$ cat src/rtl/ppi_mac_serial.sv
// Serial polyphase interpolator: one shared MAC, C+1 cycles per phase, L phases per input sample.
// Optional macro PPI_MAC_SERIAL_SAT_EN saturates o_data instead of wrapping when narrowing the accumulator.
module ppi_mac_serial #(
  parameter int gp_idata_width          = 8,
  parameter int gp_interpolation_factor = 4,
  parameter int gp_coeff_length         = 12,
  parameter int gp_coeff_width          = 16,
  parameter int gp_odata_width          = gp_idata_width + gp_coeff_width +
                                          (gp_coeff_length + gp_interpolation_factor - 1) / gp_interpolation_factor,
  // Half of the symmetric prototype, c_coeff[i] in bits [i*W +: W]
  parameter logic [((gp_coeff_length + 1) / 2) * gp_coeff_width - 1:0] gp_coeff =
    {16'sd2048, 16'sd1536, 16'sd768, 16'sd128, -16'sd96, -16'sd32}
) (
  input  logic                                       i_clk,
  input  logic                                       i_rst_an,
  input  logic                                       i_ena,
  input  logic signed [gp_idata_width-1:0]           i_data,
  input  logic                                       i_valid,
  output logic                                       o_ready,
  output logic signed [gp_odata_width-1:0]           o_data,
  output logic                                       o_valid,
  input  logic                                       i_ready,
  output logic [$clog2(gp_interpolation_factor)-1:0] o_phase
);

  localparam int IW   = gp_idata_width;
  localparam int L    = gp_interpolation_factor;
  localparam int N    = gp_coeff_length;
  localparam int CW   = gp_coeff_width;
  localparam int OW   = gp_odata_width;
  localparam int C    = (N + L - 1) / L;
  localparam int A    = IW + CW + C;
  localparam int HALF = (N + 1) / 2;
  localparam int PW   = $clog2(L);
  localparam int KW   = $clog2(C + 1);

  typedef enum logic [1:0] {S_IDLE, S_MAC, S_OUT} state_t;

  state_t                state, state_nxt;
  logic signed [IW-1:0]  x [C];
  logic signed [A-1:0]   acc;
  logic [PW-1:0]         p;
  logic [KW-1:0]         k;
  logic signed [IW-1:0]  x_sel;
  logic signed [CW-1:0]  h_sel;
  logic signed [IW+CW-1:0] prod;
  logic [OW-1:0]         out_val;
  logic                  mac_done;

  function automatic logic signed [CW-1:0] h_at(input int n);
    if (n < HALF)   return gp_coeff[n*CW +: CW];
    else if (n < N) return gp_coeff[(N-1-n)*CW +: CW];
    else            return '0;
  endfunction

  always_comb begin
    x_sel = '0;
    for (int i = 0; i < C; i++)
      if (k == KW'(i)) x_sel = x[i];
    h_sel = h_at(int'(p) + int'(k) * L);
    prod  = x_sel * h_sel;
  end

  // k counts one past the last tap: that extra cycle registers the finished sum.
  assign mac_done = (k == KW'(C));

`ifdef PPI_MAC_SERIAL_SAT_EN
  localparam logic signed [A-1:0] SAT_MAX = A'((64'sd1 <<< (OW - 1)) - 64'sd1);
  localparam logic signed [A-1:0] SAT_MIN = ~SAT_MAX;

  always_comb begin
    if (acc > SAT_MAX)      out_val = SAT_MAX[OW-1:0];
    else if (acc < SAT_MIN) out_val = SAT_MIN[OW-1:0];
    else                    out_val = acc[OW-1:0];
  end
`else
  assign out_val = acc[OW-1:0];
`endif

  always_ff @(posedge i_clk or negedge i_rst_an) begin
    if (!i_rst_an)   state <= S_IDLE;
    else if (i_ena)  state <= state_nxt;
  end

  always_comb begin
    state_nxt = state;
    o_ready   = 1'b0;
    case (state)
      S_IDLE: begin
        o_ready = i_ena;
        if (i_valid) state_nxt = S_MAC;
      end
      S_MAC:   if (mac_done) state_nxt = S_OUT;
      S_OUT:   if (i_ready)  state_nxt = (p == PW'(L - 1)) ? S_IDLE : S_MAC;
      default: state_nxt = S_IDLE;
    endcase
  end

  always_ff @(posedge i_clk or negedge i_rst_an) begin
    if (!i_rst_an) begin
      for (int i = 0; i < C; i++) x[i] <= '0;
      acc     <= '0;
      p       <= '0;
      k       <= '0;
      o_data  <= '0;
      o_valid <= 1'b0;
      o_phase <= '0;
    end else if (i_ena) begin
      case (state)
        S_IDLE: if (i_valid) begin
          x[0] <= i_data;
          for (int i = 1; i < C; i++) x[i] <= x[i-1];
          p   <= '0;
          k   <= '0;
          acc <= '0;
        end
        S_MAC: if (mac_done) begin
          o_data  <= out_val;
          o_phase <= p;
          o_valid <= 1'b1;
        end else begin
          acc <= acc + A'(prod);
          k   <= k + KW'(1);
        end
        S_OUT: if (i_ready) begin
          o_valid <= 1'b0;
          if (p != PW'(L - 1)) begin
            p   <= p + PW'(1);
            k   <= '0;
            acc <= '0;
          end
        end
        default: ;
      endcase
    end
  end

endmodule

$ cat config.mk
export PLATFORM = sky130hd
export DESIGN_NAME = ppi_mac_serial
export DESIGN_NICKNAME = d
export VERILOG_FILES = /design/src/rtl/ppi_mac_serial.sv
export SDC_FILE = /design/constraint.sdc
export NUM_CORES = 1
export LEC_CHECK = 0
export ABC_AREA = 1
export BUFFER_PORTS_ARGS = -buffer_cell sky130_fd_sc_hd__clkbuf_2
export CELL_PAD_IN_SITES_DETAIL_PLACEMENT = 1
export CELL_PAD_IN_SITES_GLOBAL_PLACEMENT = 1
export CORE_MARGIN = 1.5
export CORE_UTILIZATION = 52
export DETAILED_ROUTE_END_ITERATION = 16
export PLACE_DENSITY = 0.95
export SYNTH_ARGS = -nofsm -noshare
export SYNTH_HDL_FRONTEND = slang
export SYNTH_SLANG_ARGS = --single-unit
$ cat constraint.sdc
create_clock -name i_clk -period 12.35 [get_ports i_clk]
set_input_delay 1.235 -clock i_clk [delete_from_list [all_inputs] [get_ports i_clk]]
set_output_delay 1.235 -clock i_clk [all_outputs]
set_load 0.03 [all_outputs]
---- Word level (Yosys, flattened, before mapping) ----
Index checks and enable logic that the tools add are counted.
operators by class
  reductions and logical operators ........ 11
  muxes and demuxes ....................... 27
  shifts and indexed selects .............. 2
  magnitude comparators ................... 2
  add/sub/neg operators ................... 5
  eq/ne operators ......................... 12
  multiply operators ...................... 1
operators with widths
  cell                       number
  $shiftx 96x10->16 const A  2
  $mux 27                    4
  $pmux 27 s3                1
  $mux 16                    2
  $add 27x24->27             1
  $mul 8x16->24              1
  $mux 8                     3
  $mux 2                     9
  $ne 2x2->1 const B         6
  $pmux 2 s3                 2
  $eq 2x2->1 const B         4
  $reduce_and 4->1           2
  $reduce_and 3->1           2
  $reduce_and 6->1           1
  $sub 4x5->6 const A        1
  $add 2x4->5                1
  $lt 5x3->1 const B         1
  $lt 5x4->1 const B         1
  $reduce_and 5->1           1
  $add 2x1->2 const B        2
  $eq 2x1->1 const B         2
  $logic_not 2->1            2
  $mux 1                     4
  $pmux 2 s2                 1
  other kinds (3)            4
word-level totals
  input port bits ......................... 13
  register bits ........................... 87
  logic and storage cells ................. 70

---- Longest topological paths before layout ----
  depth after elaboration ................. 9
  gate-level depth with buffers ........... 32

---- Worst setup path after synthesis ----
Ideal clock, no wire load.
  path kind ............................... register to register
  start ................................... reg k[0]
  end ..................................... reg acc[26]
  slack ................................... 6.658 ns
  data arrival time ....................... 5.575 ns
  stages on the path, launching flop included .. 26
  clock period less this slack ............ 5.692 ns
  buffers on the path ..................... 1
  cell sequence ........................... dfrtp_1 > inv_2 > ha_1 > inv_1 > clkbuf_1 > o21ai_0 > o22ai_1 > nor2_1 > inv_1 > fa_1 > fa_1 > inv_1 > fa_1 > fa_1 > ha_1 > ha_1 > nand2_1 > inv_1 > a21oi_1 > nand2_1 > nand2_1 > nand2_1 > nor2_1 > nand2_1 > nand3_1 > nand2_1
between the ends
  cells in the longest elaborated chain, start to end .. 9
  elaborated cells between the ends (all ways) .. 21
  classes of those cells .................. add/sub: 3; mul: 1; order compare: 2; eq/ne: 4; shift: 2; mux: 7; reduce/logical: 2
RTL lines
  what                    RTL line  source
  start, declared         43        logic [KW-1:0] k;
  start signal, assigned  123       k <= k + KW'(1);
  $add 2x4->5             60        h_sel = h_at(int'(p) + int'(k) * L);
  $sub 4x5->6             52        else if (n < N) return gp_coeff[(N-1-n)*CW +: CW];
  $shiftx 96x10->16       52
  $mux 16                 52
  $mux 16                 51        if (n < HALF) return gp_coeff[n*CW +: CW];
  $mul 8x16->24           61        prod = x_sel * h_sel;
  $add 27x24->27          122       acc <= acc + A'(prod);
  $mux 27                 117       S_MAC: if (mac_done) begin
  $pmux 27 s3             109       case (state)
  end signal, assigned    122
  end, declared           41        logic signed [A-1:0] acc;
Parallel ways exist; a longest one is shown, timed or not. The select of a mux whose other input is x is not followed.
A chain may end at the register's enable or synchronous reset.

---- Worst setup path in the final report ----
  start ................................... reg k[1]
  end ..................................... reg acc[22]
The elaborated chain is that of the path after synthesis.

==> flow_summary.yaml <==
status:
  outcome: "finished clean"
final_layout:
  fin_cells: 1154
  final_area_um2: 8620
  fin_nets: 1139
  nFillCells: 1743
  num_antenna_cells: 0
  drive_gt1_frac: 0.0918
  syn2layout_area_growth_pct: 8.71
clock_network:
  cts_setup_buffers: 0
  cts_sinks: 87
  cts-root-buf: "clkbuf_16"
  worstSkewPairLatency_ns: 0.38
  clk_pin_slew_ns: 0.08
  cts_tree: "done"
  cts_buffers: 9
  cts_resized: 0
  hold_buffers: 0
  clk_path_buf_depth: 2
  htreeDepth: 3
global_route:
  gr-usage-all-layers: 0.384
  grt_max_degree: 62
  antenna_found_initial: 0
  busiest_layer: "met2"
  grt.met1_usage: 0.418
  gr-total-overflow: 0
  grt_pass1_wl_um: 45100
  gr-usage-met3: 0.0949
  met2_usage: 0.660
  grt_pass1_vias: 7864
setup_path:
  cp_max_fo: 8
  path_class: "reg -> reg"
  rr_startpoint: "k[1]"
  reg2reg_slack_ns: 5.15
  endpoint_kind: "flop"
  critPathLaunchType: "flop"
  reg2reg_depth: 22
  cp.arrival_ns: 7.49
  critPathRequiredTime_ns: 12.65
  r2r_end: "acc[22]"
synthesis:
  synth_flop_cell: "dfrtp_1"
  ys_types: 36
  synth-edff-count: 0
  yosysTopAreaCell: "dfrtp_1"
  synth_area_um2: 7930
  synth_warnings: 0
  yosysMostFrequentCell: "nand2_1"
  avgSynthCellArea_um2: 8.58
  seq_area_frac_synth: 0.275
  async_reset_ff_frac: 1.00
  syn-num-nets: 1098
  synth.area.top_cells: "dfrtp_1, fa_1, ha_1"
  synthTopCellsByCount: "nand2_1, inv_1, nor2_1"
  ys_ff_latch: 87
  netlist_instances: 924
  synth_top_area_frac: 0.275
drt:
  wl_per_cell_um: 24.9
  firstDrtPassIters: 5
  drc: 0
  ant_nets: 0
  drt_iter0_drc: 467
  wirelength_um: 28800
  via_count: 6965
  vias_per_cell: 6.04
placed_design:
  place_ws_ns: 5.53
  dp_hpwl_um: 19800
  dpl_cell_area_um2: 8300
  place_inst: 1138
  io_buffers: 43
  place.gp.congestion: 0.913
min_path:
  min_path_type: "reg -> reg"
  whs_endpoint: "o_data[3]"
  min_from: "o_data[3]"
  worstHoldPathCells: 2
sta:
  rsz0062_at_grt: "no"
  report.final.slew_viol_count: 0
  fin_crit_sh: 0.583
  tns_ns: 0
  timing.fmax_mhz: 139
  final_hold_viol_count: 0
  worstMarginPinSlew_ns: 1.14
  worst_slack_ns: 5.15
  fin_worst_skew_ns: 0.0156
  setup-violations-final: 0
  slew_headroom: 0.243
  fin_crit_ns: 7.20
die:
  die_h_um: 126
  die_w_um: 126
  fp-row-count: 44
  core_um2: 14700
  die_area_um2: 16000
  ios: 44
  start_util: 0.539
job:
  maxCapViolations: 0
-- cells by family (layout without fill, tap and decap cells) --
group	count (synthesis)	count (layout)	share of synthesized area
simple gates	342	342	0.176
buf+inv	198	244	0.0976
fa+ha+maj	161	161	0.348
compound gates	127	127	0.0931
flops	87	87	0.275
xor+xnor	7	7	0.00774
mux	2	2	0.00284
-- per-layer routing --
| layer | vias up | part of all wire | wire (um) |
|---|---|---|---|
| met3 | 171 | 0.067 | 1930 |
| met2 | 379 | 0.50 | 14400 |
| met1 | 3480 | 0.35 | 10100 |
| met5 | - | 0 | 0 |
| li1 | 2935 | - | - |
| met4 | 0 | 0.081 | 2320 |
-- cell type report --
type | count | area (um2) | share of cell area
Multi-Input combinational cell | 639 | 4970 | 0.577
Sequential cell | 87 | 2180 | 0.253
Inverter | 183 | 687 | 0.0797
Timing Repair Buffer | 45 | 233 | 0.0270
Tap cell | 184 | 230 | 0.0267
Clock buffer | 9 | 225 | 0.0261
Clock inverter | 7 | 88.8 | 0.0103
-- registers in the layout (all words and copies together), names as in the netlist --
register	cells
o_data	27
acc	27
o_valid	1
o_phase	2
state	2
k	2
p	2
x	24
-- worst max-delay path: stages (launching register included) --
cell,delay [ns]
dfrtp_1,0.49
inv_1,0.21
ha_1,0.27
inv_1,0.17
nand2_1,0.21
nor2_1,0.16
inv_1,0.08
a31oi_1,0.77
inv_1,0.37
nor2_1,0.30
fa_1,0.51
fa_1,0.62
fa_1,0.60
fa_1,0.68
ha_1,0.27
ha_1,0.38
a21oi_1,0.30
nand2_1,0.21
nand3b_1,0.14
nand2_1,0.11
nand2_1,0.07
nand2_1,0.05
o21ai_0,0.18
-- per-stage QoR --
stage	util	hold WS [ns]
2_1_floorplan	-	0.449
3_3_place_gp	0.565	0.466
3_5_place_dp	0.565	0.473
4_1_cts	0.586	0.491
5_1_grt	0.586	0.513
6_report	0.586	0.487
-- worst max path at each step --
stage | startpoint | end | slack [ns]
2_1_floorplan | k[0] | acc[26] | 6.66
3_3_place_gp | k[0] | acc[22] | 5.80
3_5_place_dp | k[1] | acc[22] | 5.53
4_1_cts | k[0] | acc[22] | 5.33
5_1_grt | k[0] | acc[26] | 4.78
6_report | k[1] | acc[22] | 5.15
-- layout by cell type, fill, tap and decap left out, types with 7 or more instances in the layout --
cell       netlist  final
nand2_1        189    189
inv_1          175    175
nor2_1         102    102
fa_1            99     99
dfrtp_1         87     87
ha_1            62     62
o21ai_0         59     59
clkbuf_2         0     42
a21oi_1         26     26
nand3_1         26     26
o21ai_1         14     14
clkbuf_16        0      9
o22ai_1          8      8
inv_2            8      8
o22ai_2          7      7
Power is not shown: default switching activity piles up to over one toggle a cycle in this logic, so the estimate is an artifact.
